### config.mk
export PLATFORM = sky130hd
export DESIGN_NAME = mod_147_rx_sync_monitor
export DESIGN_NICKNAME = d
export VERILOG_FILES = /design/src/rtl/mod_147_rx_sync_monitor.sv
export SDC_FILE = /design/constraint.sdc
export NUM_CORES = 1
export LEC_CHECK = 0
export ABC_AREA = 0
export BUFFER_PORTS_ARGS = -buffer_cell sky130_fd_sc_hd__buf_2
export CORE_MARGIN = 2
export CORE_UTILIZATION = 52
export DETAILED_ROUTE_END_ITERATION = 10
export HOLD_SLACK_MARGIN = 0.08
export PLACE_DENSITY_LB_ADDON = 0.25
export SLEW_MARGIN = 10
export SYNTH_ARGS = -nofsm -noshare
export SYNTH_HDL_FRONTEND = slang
export SYNTH_SLANG_ARGS = --single-unit
export TNS_END_PERCENT = 10
### constraint.sdc
create_clock -name clk -period 1.8 [get_ports clk]
set_input_delay 0.18 -clock clk [delete_from_list [all_inputs] [get_ports clk]]
set_output_delay 0.18 -clock clk [all_outputs]
set_load 0.1 [all_outputs]
### src/rtl/mod_147_rx_sync_monitor.sv
// rtl/mod_147_rx_sync_monitor.sv - PCS receive code-group sync monitor
//
// Qualifies received 5B code-groups and tracks code-group synchronisation
// for the link monitor: acquisition run, error window and a saturating
// invalid-symbol counter. All outputs come straight from registers.
//
// Optional feature macro: RX_STALL_WATCHDOG_EN (drops sync after
// STALL_CYCLES clocks without a symbol strobe while not in SYNC_LOST).
//
// Ports:
//   clk            block clock (symbol rate <= clk rate)
//   reset_n        synchronous reset, active-low
//   link_control   0 = ENABLE, 1 = DISABLE (acts as reset, keeps sym_err_count)
//   rx_sym_valid   one-clock strobe qualifying rx_sym
//   rx_sym         received 5B code-group
//   pcs_status     0 = OK, 1 = NOT_OK
//   loc_rcv_status 1 = local receiver OK
//   sync_state     0 LOST, 1 ACQ, 2 OK, 3 ERR
//   sym_err_count  saturating count of invalid code-groups
module mod_147_rx_sync_monitor #(
  parameter int ACQ_COUNT    = 64,
  parameter int LOSS_COUNT   = 8,
  parameter int WINDOW       = 32,
  parameter int STALL_CYCLES = 1024,
  parameter int ERR_CNT_W    = 16
) (
  input  logic                 clk,
  input  logic                 reset_n,
  input  logic                 link_control,
  input  logic                 rx_sym_valid,
  input  logic [4:0]           rx_sym,
  output logic                 pcs_status,
  output logic                 loc_rcv_status,
  output logic [1:0]           sync_state,
  output logic [ERR_CNT_W-1:0] sym_err_count
);

  localparam int CNT_MAX = (ACQ_COUNT > WINDOW) ? ACQ_COUNT : WINDOW;
  // One spare count of headroom so win_cnt + 1 never wraps, even for WINDOW = 1.
  localparam int CNT_W = $clog2(CNT_MAX + 2);

  localparam logic [CNT_W-1:0]     ONE    = CNT_W'(1);
  localparam logic [CNT_W-1:0]     ACQ_C  = CNT_W'(ACQ_COUNT);
  localparam logic [CNT_W-1:0]     LOSS_C = CNT_W'(LOSS_COUNT);
  localparam logic [CNT_W-1:0]     WIN_C  = CNT_W'(WINDOW);
  localparam logic [ERR_CNT_W-1:0] ERR_ONE = ERR_CNT_W'(1);

  typedef enum logic [1:0] {
    SYNC_LOST = 2'd0,
    SYNC_ACQ  = 2'd1,
    SYNC_OK   = 2'd2,
    SYNC_ERR  = 2'd3
  } sync_t;

  sync_t                state_q, state_d;
  logic [CNT_W-1:0]     good_q, good_d;
  logic [CNT_W-1:0]     err_q, err_d, err_next;
  logic [CNT_W-1:0]     win_q, win_d, win_next;
  logic [ERR_CNT_W-1:0] sym_err_q, sym_err_d;
  logic                 sym_ok;
  logic                 stall_hit;

  // 16 data codes plus I, J, K, T, R are legal; everything else is invalid.
  always_comb begin
    case (rx_sym)
      5'b11110, 5'b01001, 5'b10100, 5'b10101,
      5'b01010, 5'b01011, 5'b01110, 5'b01111,
      5'b10010, 5'b10011, 5'b10110, 5'b10111,
      5'b11010, 5'b11011, 5'b11100, 5'b11101,
      5'b11111, 5'b11000, 5'b10001, 5'b01101,
      5'b00111: sym_ok = 1'b1;
      default:  sym_ok = 1'b0;
    endcase
  end

`ifdef RX_STALL_WATCHDOG_EN
  localparam int STALL_W = $clog2(STALL_CYCLES + 1);
  localparam logic [STALL_W-1:0] STALL_ONE  = STALL_W'(1);
  localparam logic [STALL_W-1:0] STALL_LAST = STALL_W'(STALL_CYCLES - 1);

  logic [STALL_W-1:0] stall_q, stall_d;

  // Fires on the idle clock that would make the count reach STALL_CYCLES;
  // a strobe on that same clock clears the counter instead.
  always_comb begin
    stall_d   = stall_q;
    stall_hit = 1'b0;
    if (rx_sym_valid || state_q == SYNC_LOST) begin
      stall_d = '0;
    end else if (stall_q == STALL_LAST) begin
      stall_d   = '0;
      stall_hit = 1'b1;
    end else begin
      stall_d = stall_q + STALL_ONE;
    end
  end

  always_ff @(posedge clk) begin
    if (!reset_n || link_control) begin
      stall_q <= '0;
    end else begin
      stall_q <= stall_d;
    end
  end
`else
  // STALL_CYCLES stays in the parameter list so both builds share one interface.
  logic unused_stall_cfg;
  assign unused_stall_cfg = ^STALL_CYCLES;
  assign stall_hit = 1'b0;
`endif

  always_comb begin
    state_d   = state_q;
    good_d    = good_q;
    err_d     = err_q;
    win_d     = win_q;
    sym_err_d = sym_err_q;
    win_next  = win_q + ONE;
    err_next  = sym_ok ? err_q : err_q + ONE;

    if (rx_sym_valid) begin
      if (!sym_ok && sym_err_q != '1) begin
        sym_err_d = sym_err_q + ERR_ONE;
      end
      case (state_q)
        SYNC_LOST: begin
          if (sym_ok) begin
            if (ACQ_COUNT == 1) begin
              state_d = SYNC_OK;
              good_d  = '0;
            end else begin
              state_d = SYNC_ACQ;
              good_d  = ONE;
            end
          end
        end
        SYNC_ACQ: begin
          if (!sym_ok) begin
            state_d = SYNC_LOST;
            good_d  = '0;
          end else if (good_q + ONE >= ACQ_C) begin
            state_d = SYNC_OK;
            good_d  = '0;
          end else begin
            good_d = good_q + ONE;
          end
        end
        SYNC_OK: begin
          if (!sym_ok) begin
            if (LOSS_COUNT == 1) begin
              state_d = SYNC_LOST;
            end else begin
              state_d = SYNC_ERR;
              err_d   = ONE;
              win_d   = ONE;
            end
          end
        end
        SYNC_ERR: begin
          // Loss is tested first so it wins when the window closes on the same symbol.
          if (err_next >= LOSS_C) begin
            state_d = SYNC_LOST;
            err_d   = '0;
            win_d   = '0;
          end else if (win_next >= WIN_C) begin
            state_d = SYNC_OK;
            err_d   = '0;
            win_d   = '0;
          end else begin
            err_d = err_next;
            win_d = win_next;
          end
        end
        default: state_d = SYNC_LOST;
      endcase
    end else if (stall_hit) begin
      state_d = SYNC_LOST;
      good_d  = '0;
      err_d   = '0;
      win_d   = '0;
    end
  end

  always_ff @(posedge clk) begin
    if (!reset_n) begin
      state_q   <= SYNC_LOST;
      good_q    <= '0;
      err_q     <= '0;
      win_q     <= '0;
      sym_err_q <= '0;
    end else if (link_control) begin
      // DISABLE clears sync tracking but keeps the error tally.
      state_q <= SYNC_LOST;
      good_q  <= '0;
      err_q   <= '0;
      win_q   <= '0;
    end else begin
      state_q   <= state_d;
      good_q    <= good_d;
      err_q     <= err_d;
      win_q     <= win_d;
      sym_err_q <= sym_err_d;
    end
  end

  // Status is a decode of the registered state: OK and ERR both mean "in sync".
  assign sync_state     = state_q;
  assign loc_rcv_status = state_q[1];
  assign pcs_status     = ~state_q[1];
  assign sym_err_count  = sym_err_q;

endmodule

Word level (Yosys, flattened, before mapping)
Memories as Yosys holds them, arrays and structs flattened. Cells that the tools add are included.

$lt $le $gt $ge: 3. Bitwise gates (word level): 3. Muxes and demuxes: 19. Equal/unequal tests: 8. Reductions and logical operators: 10. Add/sub/neg operators: 4.

Operator list (number): 7-bit two-way mux (9); 7-bit case mux with 2 select lines (3); 7-bit by 1-bit adder with 7-bit output, second input constant (3); 16-bit by 1-bit adder with 16-bit output, second input constant (1); 16-bit != test, second input constant (1); 2-bit two-way mux (6); 3-bit AND reduction (3); 2-bit case mux with 4 select lines (1); 7-bit by 4-bit greater-or-equal comparator with 1-bit output, second input constant (1); 7-bit by 6-bit greater-or-equal comparator with 1-bit output, second input constant (1); 7-bit greater-or-equal comparator, second input constant (1); 3-bit != test, second input constant (2); 5-bit AND reduction (1); 2-bit == test, second input constant (2); 2-bit != test, second input constant (2); 2-bit nonzero test (2); 1-bit inverter (3); 2-bit by 1-bit == test with 1-bit output, second input constant (1); 2-bit logical NOT (1); 2-bit OR reduction (1); 1-bit logical AND (1); 1-bit logical NOT (1).

Output and inout port bits: 20. Memories: 1. Input bits: 9. ROM bits: 32. Flip-flop bits (word level): 39. Word-level logic and storage cells: 53.

Memory list: (name not given) (words 32, bits a word 1, read ports 1, clocked after memory_dff 0, write ports 0, line 65) `case (rx_sym)`.

Depth between registers and ports, before layout
Gate-level depths: netlist (run 1).

Word-level depth: 5. Mapped depth: 7. Mapped depth without buffers: 6.

Worst setup path after synthesis (run 1)
Ideal clock, no wire load.

Path kind: flip-flop to flip-flop. Start: register state_q[1], in the netlist sync_state[1]. End: register win_q[4]. Setup time: 59 ps. Path slack: -989 ps. Stages on the path, launching flop included: 6. Data required time: 1741 ps. Period minus slack after synthesis: 2789 ps. Arrival time: 2730 ps. Buffers on the path: 1. Cells stage by stage: dfxtp_1 > clkbuf_1 > inv_1 > a2111oi_0 > o211ai_1 > o2bb2a_1.

Word-level cells in the longest chain between the ends: 3. Elaborated cells between the ends (all ways): 6. Those cells by class: eq/ne: 3; mux: 1; reduce/logical: 2.

Ends and longest elaborated chain: start: declaration (line 55) `sync_t state_q, state_d;`; start signal: assignment (line 198) `state_q <= state_d;`; 2-bit == test (line 125) `case (state_q)`; 2-bit != test (no line) or 2-bit nonzero test (tied branches); 3-bit AND reduction (no line); end signal: assignment (line 201) `win_q <= win_d;`; end: declaration (line 58) `logic [CNT_W-1:0] win_q, win_d, win_next;`.

Several ways; a longest one is shown, not always the timed one. A chain may end at the register's enable or synchronous reset.

Worst setup path after layout (run 1)
Start: register win_q[1]. End: register err_q[1].

Word-level cells in the longest chain between the ends: 5.

Ends and longest elaborated chain: 7-bit by 1-bit adder with 7-bit output (line 118) `win_next = win_q + ONE;`; 7-bit by 6-bit greater-or-equal comparator with 1-bit output (line 165) `end else if (win_next >= WIN_C) begin`; 7-bit two-way mux (line 165); 7-bit two-way mux (line 161) `if (err_next >= LOSS_C) begin`; 7-bit case mux with 2 select lines (line 125); end signal: assignment (line 200) `err_q <= err_d;`; end: declaration (line 57) `logic [CNT_W-1:0] err_q, err_d, err_next;`.

No other way between the ends.

==> impl_metrics.yaml, run 1 <==
global_routing:
  grt_pass1_vias: 2058
  grt_antenna_before_repair: 0
  grt_pass1_wl_mm: 9.36
  grt_max_degree: 22
  grt_overflow_total: 0
  grt_usage: 0.259
synth:
  synth_compound_gate_area_share: 0.236
  synthMuxAreaShare: 0.0274
  synthXorXnorAreaFrac: 0.0399
  synth_cell_type_count: 54
  syn_area_um2: 2190
  synthTopCellsByCount: "39 x dfxtp_1, 24 x nand2_1, 20 x a21oi_1, 15 x nor2_1"
  syn-num-nets: 278
  yosysTopAreaCell: "dfxtp_1"
  synth_top_family_by_area: "simple AND/OR/NAND/NOR gates"
  synth-seq-cells: 39
  yosys_warnings: 0
  synthFlopType: "dfxtp_1"
  avgSynthCellArea_um2: 8.28
  yosys.area_share.adder: 0.0228
  yosys.area_share.simple: 0.272
  synthTopCellsByArea: "dfxtp_1 36%, a21oi_1 4.6%, nand2_1 4.1%, o31ai_1 4.1%, or4_1 3.4%"
  yosysSeqAreaShare: 0.356
  synth.most_common_cell: "dfxtp_1"
  netlist.area_leader.share: 0.356
  synthesis.instances: 265
  synth_edf_count: 0
  synthArstFlopShare: 0
floorplanning:
  die_h_um: 68.9
  ioPinCount: 29
  die-area_um2: 4750
  core_area_um2: 4030
  core.rowCount: 23
  die_x_um: 68.9
  start_util: 0.544
sta:
  fmax_ghz: 0.533
  fin_crit_ps: 1880
  rsz0062_at_grt: "yes"
  setup_violations: 5
  timing.final.hold_violations: 0
  finClkSkew_ps: 10.0
  hold_ws_ps: 250
  fin_ws_ps: -75.0
  worst_slew_pin_slew_ps: 527
  final_max_slew_viol_count: 0
  fin_crit_sh: 1.04
  slew_headroom: 0.647
place:
  place_congestion: 0.873
  port_buffers: 28
  post-dp-hpwl_mm: 3.93
setup_path:
  cp_num_buf_inv: 1
  critical_path.max_stage_delay_ps: 350
  critPathTopFamily: "compound AO/OA/AOI/OAI gates"
  crit_path_max_fanout: 5
  path_cells: "and4_4 -> a211o_1 -> a2111oi_2 -> o211ai_1 -> buf_4 -> a21oi_2"
  critPathKind: "flip-flop to flip-flop"
  r2r_cells: 6
  crit_required_ps: 2020
  cpMaxStageDelayCell: "dfxtp_2"
  worst-path-stages: 6
  start_kind: "flip-flop"
  worstPathArrival_ps: 2090
  cp-end-kind: "flip-flop"
pwr:
  power_frac_clock: 0.385
  power.density_nw_per_um2: 602
  swShare: 0.248
  comb_power_share: 0.108
  p_seq_frac: 0.507
  p_sw_mw: 0.424
  p_leak_nw: 1.10
  finalPower_mw: 1.71
  irDropWorstVdd_mv: 0.413
  p_int_mw: 1.29
route:
  wl_per_cell_um: 14.6
  vias: 2273
  via_per_inst: 5.98
  ant_nets: 0
  routed_wl_mm: 5.55
  dr.first_iter.drc_count: 204
  drc_errors: 0
  drt-pass1-iter-count: 4
cts:
  cts_hold_buf: 0
  cts.path.max_buffers: 2
  ctsRootBufferMaster: "clkbuf_8"
  cts_tree: "yes"
  clkTransAtPathRegs_ps: 80
  numCtsBuffers: 5
  clk_latency_ps: 290
  cts_htree_levels: 2
  cts_sinks: 39
cells_and_area:
  area_delta_synth_final_pct: 29.4
  n_fill_cell: 332
  drive_gt1_frac: 0.355
  layout.nets: 342
  final_core_util: 0.705
  diodes: 0
min_path:
  worstHoldPathType: "input port to flip-flop"
  min_path_cells: 4
flow_run:
  maxCapViolations: 0
outcome:
  status: "finished, violations left"
  violations: "negative setup slack"
-- power groups by stage --
stage	sequential [mW]	clock, mW	combinational [mW]
2_1_floorplan	0.905	0	0.0846
3_3_place_gp	0.887	0	0.179
3_5_place_dp	0.887	0	0.182
4_1_cts	0.867	0.668	0.183
5_1_grt	0.868	0.706	0.200
6_report	0.867	0.658	0.185
-- layer usage --
metal	part of all wire	track usage	up-vias	routed length, µm
li1	-	-	1139	-
met3	0.041	0.0519	6	230
met5	0	0	-	0
met1	0.47	0.345	1068	2600
met2	0.48	0.425	60	2660
met4	0.0099	0.0735	0	55
-- placed cells by master (no fill, tap or decap), drive strengths merged, types with 2 or more instances in the layout --
cell | netlist | routed
o31ai | 12 | 12
and3 | 7 | 7
o22ai | 2 | 2
nand4b | 2 | 2
or3 | 3 | 3
a221oi | 2 | 2
o21a | 2 | 2
nor4 | 5 | 5
or4 | 10 | 10
nor3 | 8 | 8
and2 | 2 | 2
clkbuf | 9 | 8
mux2i | 6 | 6
nand2 | 24 | 24
nand4 | 8 | 8
nand3 | 12 | 12
and4 | 2 | 2
buf | 4 | 70
nor2b | 2 | 2
o211ai | 2 | 2
nor2 | 15 | 15
dfxtp | 39 | 39
ha | 4 | 4
o41ai | 2 | 2
nand2b | 6 | 6
a31oi | 2 | 2
a21oi | 20 | 20
xor2 | 4 | 4
inv | 11 | 10
xnor2 | 6 | 6
o2111ai | 3 | 3
o311ai | 2 | 2
o21ai | 12 | 12
-- cell type report --
class	instances	area, µm²	share of cell area
timing repair buffer	70	455	0.160
tap	50	62.6	0.0220
sequential	39	811	0.286
inverter	11	45.0	0.0159
clock buffer	8	100	0.0353
multi-input combinational	202	1370	0.481
-- worst paths after layout --
check                from                to  slack [ps]
min          link_control  sym_err_count[1]         250
max              win_q[1]          err_q[1]         -80
max reg2reg      win_q[1]          err_q[1]         -80
min reg2reg      win_q[5]          win_q[5]         460
-- through the flow --
stage          setup TNS (ps)  area (µm²)  instances  setup slack, ps
2_1_floorplan           -3720        2240        265             -311
3_3_place_gp             -583        2670        370            -89.6
3_5_place_dp             -977        2670        370             -107
4_1_cts                  -284        2820        380            -73.9
5_1_grt                  -899        2840        380             -183
6_report                 -250        2840        380            -75.0
-- worst reg2reg max path, cell delays in order (launching register included) --
cell and delay (ps):
dfxtp_2 350, and4_4 170, a211o_1 280, a2111oi_2 350
o211ai_1 290, buf_4 240, a21oi_2 120
-- state kept, by name (all words and copies together), names as in the netlist --
name / flops
sym_err_count: 16
good_q: 7
sync_state: 2
win_q: 7
err_q: 7
-- cells by family after synthesis --
logic type	after synthesis
AOI/OAI and AO/OA	74
xor gates and xnor gates	10
adders and majority gates	4
buffers and inverters	24
DFF	39
muxes	6
and+or+nand+nor	108
-- timing repair --
item / CTS / global route
buffers inserted: 2 / 0
gates resized for setup: 10 / 6
pin swaps: 8 / 3
setup endpoints to repair: 6 / 21
Power figures use the tool's default switching activity.
==> inputs of run 2 (changes only) <==
--- a/config.mk
+++ b/config.mk
@@ -5,7 +5,7 @@
 export SDC_FILE = /design/constraint.sdc
 export NUM_CORES = 1
 export LEC_CHECK = 0
-export ABC_AREA = 0
+export ABC_AREA = 1
 export BUFFER_PORTS_ARGS = -buffer_cell sky130_fd_sc_hd__buf_2
 export CORE_MARGIN = 2
 export CORE_UTILIZATION = 52
==> impl_metrics.yaml, run 2 <==
floorplanning:
  core_area_um2: 4030
  die_h_um: 68.9
  die_x_um: 68.9
  start_util: 0.544
  die-area_um2: 4750
  ioPinCount: 29
  core.rowCount: 23
global_routing:
  grtUsageMet3: 0.0487
  grt_pass1_wl_mm: 7.43
  use_met1: 0.275
  grt_usage: 0.207
  grt_pass1_vias: 1803
  grt_antenna_before_repair: 0
  grt.busiest_layer: "met2"
  grt_overflow_total: 0
  gr-usage-met2: 0.331
  grt_max_degree: 16
cells_and_area:
  stdcell_area_um2: 2560
  layout.nets: 376
  layout_common_cells: "92 x nand2_1, 42 x nor2_1, 32 x inv_1"
  final_cells: 414
  final_common_cell: "nand2_1"
  n_fill_cell: 373
  diodes: 0
  largest_reg_flops: 16
  drive_gt1_frac: 0.228
  final_core_util: 0.635
  area_delta_synth_final_pct: 16.7
setup_path:
  path_cells: "ha_2 -> nand2_1 -> nor2_2 -> nand2_1 -> xor2_2 -> nand3_1 -> a21oi_2 -> o21ai_0 -> a21oi_1"
  r2r-end: "good_q[5]"
  reg2reg_slack_ps: 130
  critical_path.max_stage_delay_ps: 360
  worstPathArrival_ps: 1890
  crit_start: "good_q[1]"
  r2r_cells: 9
  crit_top_cell: "nand2_1"
  worst-path-stages: 9
  critPathKind: "flip-flop to flip-flop"
  cpMaxStageDelayCell: "dfxtp_1"
  crit_path_max_fanout: 4
  cp_num_buf_inv: 0
  crit_required_ps: 2030
  critPathTopFamily: "compound AO/OA/AOI/OAI gates"
  reg2reg_from: "good_q[1]"
  cp-end-kind: "flip-flop"
  start_kind: "flip-flop"
  crit_end: "good_q[5]"
pwr:
  irDropWorstVdd_mv: 0.418
  finalPower_mw: 1.66
  power.density_nw_per_um2: 649
  p_leak_nw: 1.04
cts:
  ctsRootBufferMaster: "clkbuf_8"
  cts_sinks: 39
  cts_tree: "yes"
  cts_hold_buf: 0
  numCtsBuffers: 5
  cts_htree_levels: 2
  clkTransAtPathRegs_ps: 70
  clk_latency_ps: 290
  cts.path.max_buffers: 2
place:
  place_congestion: 0.787
  port_buffers: 28
  post-dp-hpwl_mm: 3.42
  dp_slack_ps: 65.8
  dp.cells: 404
  placed_cell_area_um2: 2420
synth:
  synth-seq-cells: 39
  synthesis.instances: 327
  synthArstFlopShare: 0
  synth.most_common_cell: "nand2_1"
  synth_edf_count: 0
  synthFlopType: "dfxtp_1"
  syn_area_um2: 2190
  yosysSeqAreaShare: 0.356
  synthTopCellsByCount: "93 x nand2_1, 43 x nor2_1, 39 x dfxtp_1, 32 x inv_1, 22 x a21oi_1"
  syn-num-nets: 340
  yosysTopAreaCell: "dfxtp_1"
  yosys_warnings: 0
  synth_cell_type_count: 32
  netlist.area_leader.share: 0.356
  synthTopCellsByArea: "dfxtp_1 36%, nand2_1 16%, nor2_1 7.4%, inv_1 5.5%, a21oi_1 5.0%"
  avgSynthCellArea_um2: 6.70
route:
  ant_nets: 0
  vias: 2094
  drc_errors: 0
  wl_per_cell_um: 11.2
  drt-pass1-iter-count: 4
  routed_wl_mm: 4.66
  via_per_inst: 5.06
  dr.first_iter.drc_count: 149
sta:
  setup_violations: 0
  final_max_slew_viol_count: 0
  hold_ws_ps: 175
  timing.final.hold_violations: 0
  slew_headroom: 0.676
  rsz0062_at_grt: "yes"
  worst_slew_pin_slew_ps: 489
  finClkSkew_ps: 6.36
  fmax_ghz: 0.600
  fin_crit_ps: 1670
  fin_ws_ps: 134
  fin_crit_sh: 0.925
  tns_ps: 0
flow_run:
  maxCapViolations: 0
min_path:
  worstHoldPathType: "input port to flip-flop"
outcome:
  status: "complete, no violations"
-- run 2: cell types whose count changed after synthesis, sizes merged, moves of 4 or more --
cell / before / now
clkbuf: 9 / 1
o31ai: 12 / 0
nand2: 24 / 99
nor2: 15 / 45
and3: 7 / 1
xor2: 4 / 9
nand3: 12 / 22
nand2b: 6 / 0
nor3: 8 / 16
nor4: 5 / 0
mux2i: 6 / 2
inv: 11 / 37
or4: 10 / 0
-- run 2: cell families after synthesis --
kind of cell	count (synthesis)	synth area share
AND/OR/NAND/NOR	191	0.394
multiplexers	2	0.00913
buffers and inverters	42	0.0759
XOR/XNOR	13	0.0519
adder cells (fa/ha/maj)	4	0.0228
AO/OA/AOI/OAI	36	0.0902
flip-flops	39	0.356
-- run 2: where the power goes --
group / total (mW) / internal (mW) / switching [mW]
clock network: 0.591 / 0.271 / 0.320
registers: 0.873 / 0.866 / 0.00733
logic: 0.196 / 0.0519 / 0.144
total: 1.66 / 1.19 / 0.472
-- run 2: worst min path at each step --
| stage | slack [ps] | cells after the start | from | to |
|---|---|---|---|---|
| final | 180 | 3 | reset_n | sym_err_count[3] |
| after global routing | 180 | 3 | reset_n | sym_err_count[14] |
| after CTS | 160 | 3 | reset_n | sym_err_count[12] |
| after detailed placement | 440 | 1 | good_q[5] | good_q[5] |
| after global placement | 440 | 1 | good_q[5] | good_q[5] |
| after floorplan | 290 | 2 | reset_n | sym_err_count[12] |
-- run 2: worst min-delay path, cell delays in order --
cell and delay (ps):
buf_2 150, nand2_1 70, nor2_1 30
-- run 2: per-layer routing --
metal / part of all wire / routed length (µm) / up-vias
li1: - / - / 1116
met1: 0.50 / 2320 / 920
met2: 0.45 / 2090 / 51
met3: 0.046 / 212 / 7
met4: 0.0073 / 34 / 0
met5: 0 / 0 / -
-- run 2: timing repair --
| action | 4_1_cts | 5_1_grt |
|---|---|---|
| setup buffers | 0 | 2 |
| endpoints found under the setup margin | 0 | 14 |
| resized for setup | 0 | 7 |
| endpoints found under the hold margin | 0 | 0 |
-- run 2: area by class of cell --
class,count,area (µm²),area share
multi-input combinational,246,1270,0.495
sequential,39,810,0.316
timing repair buffer,33,190,0.0743
inverter,38,143,0.0557
clock buffer,5,68.8,0.0269
tap,50,62.6,0.0244
clock inverter,3,18.8,0.00733
==> inputs of run 3 (changes only) <==
--- a/config.mk
+++ b/config.mk
@@ -5,13 +5,15 @@
 export SDC_FILE = /design/constraint.sdc
 export NUM_CORES = 1
 export LEC_CHECK = 0
-export ABC_AREA = 1
+export ABC_AREA = 0
 export BUFFER_PORTS_ARGS = -buffer_cell sky130_fd_sc_hd__buf_2
 export CORE_MARGIN = 2
 export CORE_UTILIZATION = 52
 export DETAILED_ROUTE_END_ITERATION = 10
 export HOLD_SLACK_MARGIN = 0.08
 export PLACE_DENSITY_LB_ADDON = 0.25
+export RECOVER_POWER = 50
+export SKIP_LAST_GASP = 1
 export SLEW_MARGIN = 10
 export SYNTH_ARGS = -nofsm -noshare
 export SYNTH_HDL_FRONTEND = slang
==> impl_metrics.yaml, run 3 (synthesized netlist as in run 1, its figures left out) <==
cells_and_area:
  seqCellArea_um2: 808
  final_core_util: 0.699
  diodes: 0
  final_common_cell: "buf_4"
  area_delta_synth_final_pct: 28.4
  layout.nets: 342
  layout_common_cells: "42 x buf_4, 24 x nand2_1, 19 x dfxtp_1, 19 x dfxtp_2, 17 x a21oi_1"
  multiInputGateArea_um2: 1350
  drive_gt1_frac: 0.330
  stdcell_area_um2: 2820
  n_fill_cell: 338
  largest_reg_flops: 16
min_path:
  worstHoldPathType: "input port to flip-flop"
  min_to: "sync_state[0]"
  worstHoldStart: "reset_n"
  min_path_cells: 3
pwr:
  p_int_mw: 1.29
  finalPower_mw: 1.71
  p_seq_frac: 0.506
  irDropWorstVdd_mv: 0.415
  comb_power_share: 0.107
  power_frac_clock: 0.387
  swShare: 0.249
  p_leak_nw: 1.08
  power.density_nw_per_um2: 608
  p_sw_mw: 0.427
setup_path:
  reg2reg_slack_ps: -80
  cpMaxStageDelayCell: "a2111oi_2"
  crit_path_max_fanout: 5
  crit_required_ps: 2020
  cp-end-kind: "flip-flop"
  critical_path.max_stage_delay_ps: 360
  critPathTopFamily: "compound AO/OA/AOI/OAI gates"
  critPathKind: "flip-flop to flip-flop"
  cp_num_buf_inv: 1
  r2r_cells: 6
  start_kind: "flip-flop"
  worstPathArrival_ps: 2090
  reg2reg_from: "win_q[1]"
  path_cells: "and4_4 -> a211o_1 -> a2111oi_2 -> o211ai_1 -> buf_4 -> a21oi_2"
  r2r-end: "err_q[1]"
floorplanning:
  core.rowCount: 23
  ioPinCount: 29
  die-area_um2: 4750
  core_area_um2: 4030
  die_h_um: 68.9
  start_util: 0.544
  die_x_um: 68.9
cts:
  cts.path.max_buffers: 2
  cts_htree_levels: 2
  clkTransAtPathRegs_ps: 80
  cts_tree: "yes"
  ctsRootBufferMaster: "clkbuf_8"
  numCtsBuffers: 5
  clk_latency_ps: 290
  cts_hold_buf: 0
  cts_sinks: 39
sta:
  setup_violations: 5
  rsz0062_at_grt: "yes"
  fin_ws_ps: -77.8
  final_max_slew_viol_count: 0
  timing.final.hold_violations: 0
  fin_crit_ps: 1880
  slew_headroom: 0.595
  fin_crit_sh: 1.04
  worst_slew_pin_slew_ps: 604
  fmax_ghz: 0.533
  finClkSkew_ps: 12.7
route:
  routed_wl_mm: 5.54
  via_per_inst: 5.99
  drt-pass1-iter-count: 4
  drc_errors: 0
  ant_nets: 0
  dr.first_iter.drc_count: 169
  vias: 2278
  wl_per_cell_um: 14.6
global_routing:
  grt_overflow_total: 0
  grt_max_degree: 22
  grt_pass1_wl_mm: 9.38
  grt_usage: 0.260
  grt_pass1_vias: 2059
  grt_antenna_before_repair: 0
place:
  placed_cell_area_um2: 2670
  place_congestion: 0.873
  port_buffers: 28
  post-dp-hpwl_mm: 3.93
flow_run:
  maxCapViolations: 0
outcome:
  status: "finished, violations left"
  violations: "negative setup slack"
run 3: what timing repair did:
item,4_1_cts,5_1_grt
setup endpoints to repair,6,22
setup buffers,2,0
gates cloned,0,0
pin swaps,8,3
resized for setup,8,1
run 3: layer usage:
metal	wire (µm)	up-vias	GRT usage
met3	233	4	0.0519
met2	2650	57	0.424
met1	2620	1077	0.347
met4	43	0	0.0735
met5	0	-	0
li1	-	1140	-
run 3: how the worst max path moves through the flow:
stage | start | end | slack (ps) | depth (start not counted)
6_report | win_q[1] | err_q[1] | -80 | 6
5_1_grt | win_q[0] | err_q[2] | -180 | 7
4_1_cts | win_q[0] | err_q[2] | -70 | 7
3_5_place_dp | win_q[1] | err_q[2] | -110 | 6
3_3_place_gp | win_q[1] | err_q[1] | -90 | 6
2_1_floorplan | sync_state[1] | win_q[4] | -310 | 5
run 3: area by class of cell:
cell class / instances / share of cell area
Clock buffer: 8 / 0.0355
Multi-Input combinational cell: 202 / 0.478
Sequential cell: 39 / 0.287
Tap cell: 50 / 0.0222
Inverter: 11 / 0.0160
Timing Repair Buffer: 70 / 0.161
run 3: worst min-delay path, stage by stage:
cell and delay (ps):
buf_2 120, nand2b_1 140, a221oi_1 60
run 3: power groups by stage:
stage | Clock [mW] | Combinational (mW) | Sequential (mW)
after global placement | 0 | 0.179 | 0.887
after detailed placement | 0 | 0.182 | 0.887
after floorplan | 0 | 0.0846 | 0.905
final | 0.662 | 0.183 | 0.867
after global routing | 0.705 | 0.198 | 0.868
after CTS | 0.668 | 0.183 | 0.867
run 3: through the flow:
step           std cells  hold slack, ps  setup slack, ps  TNS (ps)
2_1_floorplan        265             381             -311     -3720
3_3_place_gp         370             434            -89.6      -583
3_5_place_dp         370             436             -107      -977
4_1_cts              380             244            -73.9      -306
5_1_grt              380             251             -183     -1570
6_report             380             249            -77.8      -297
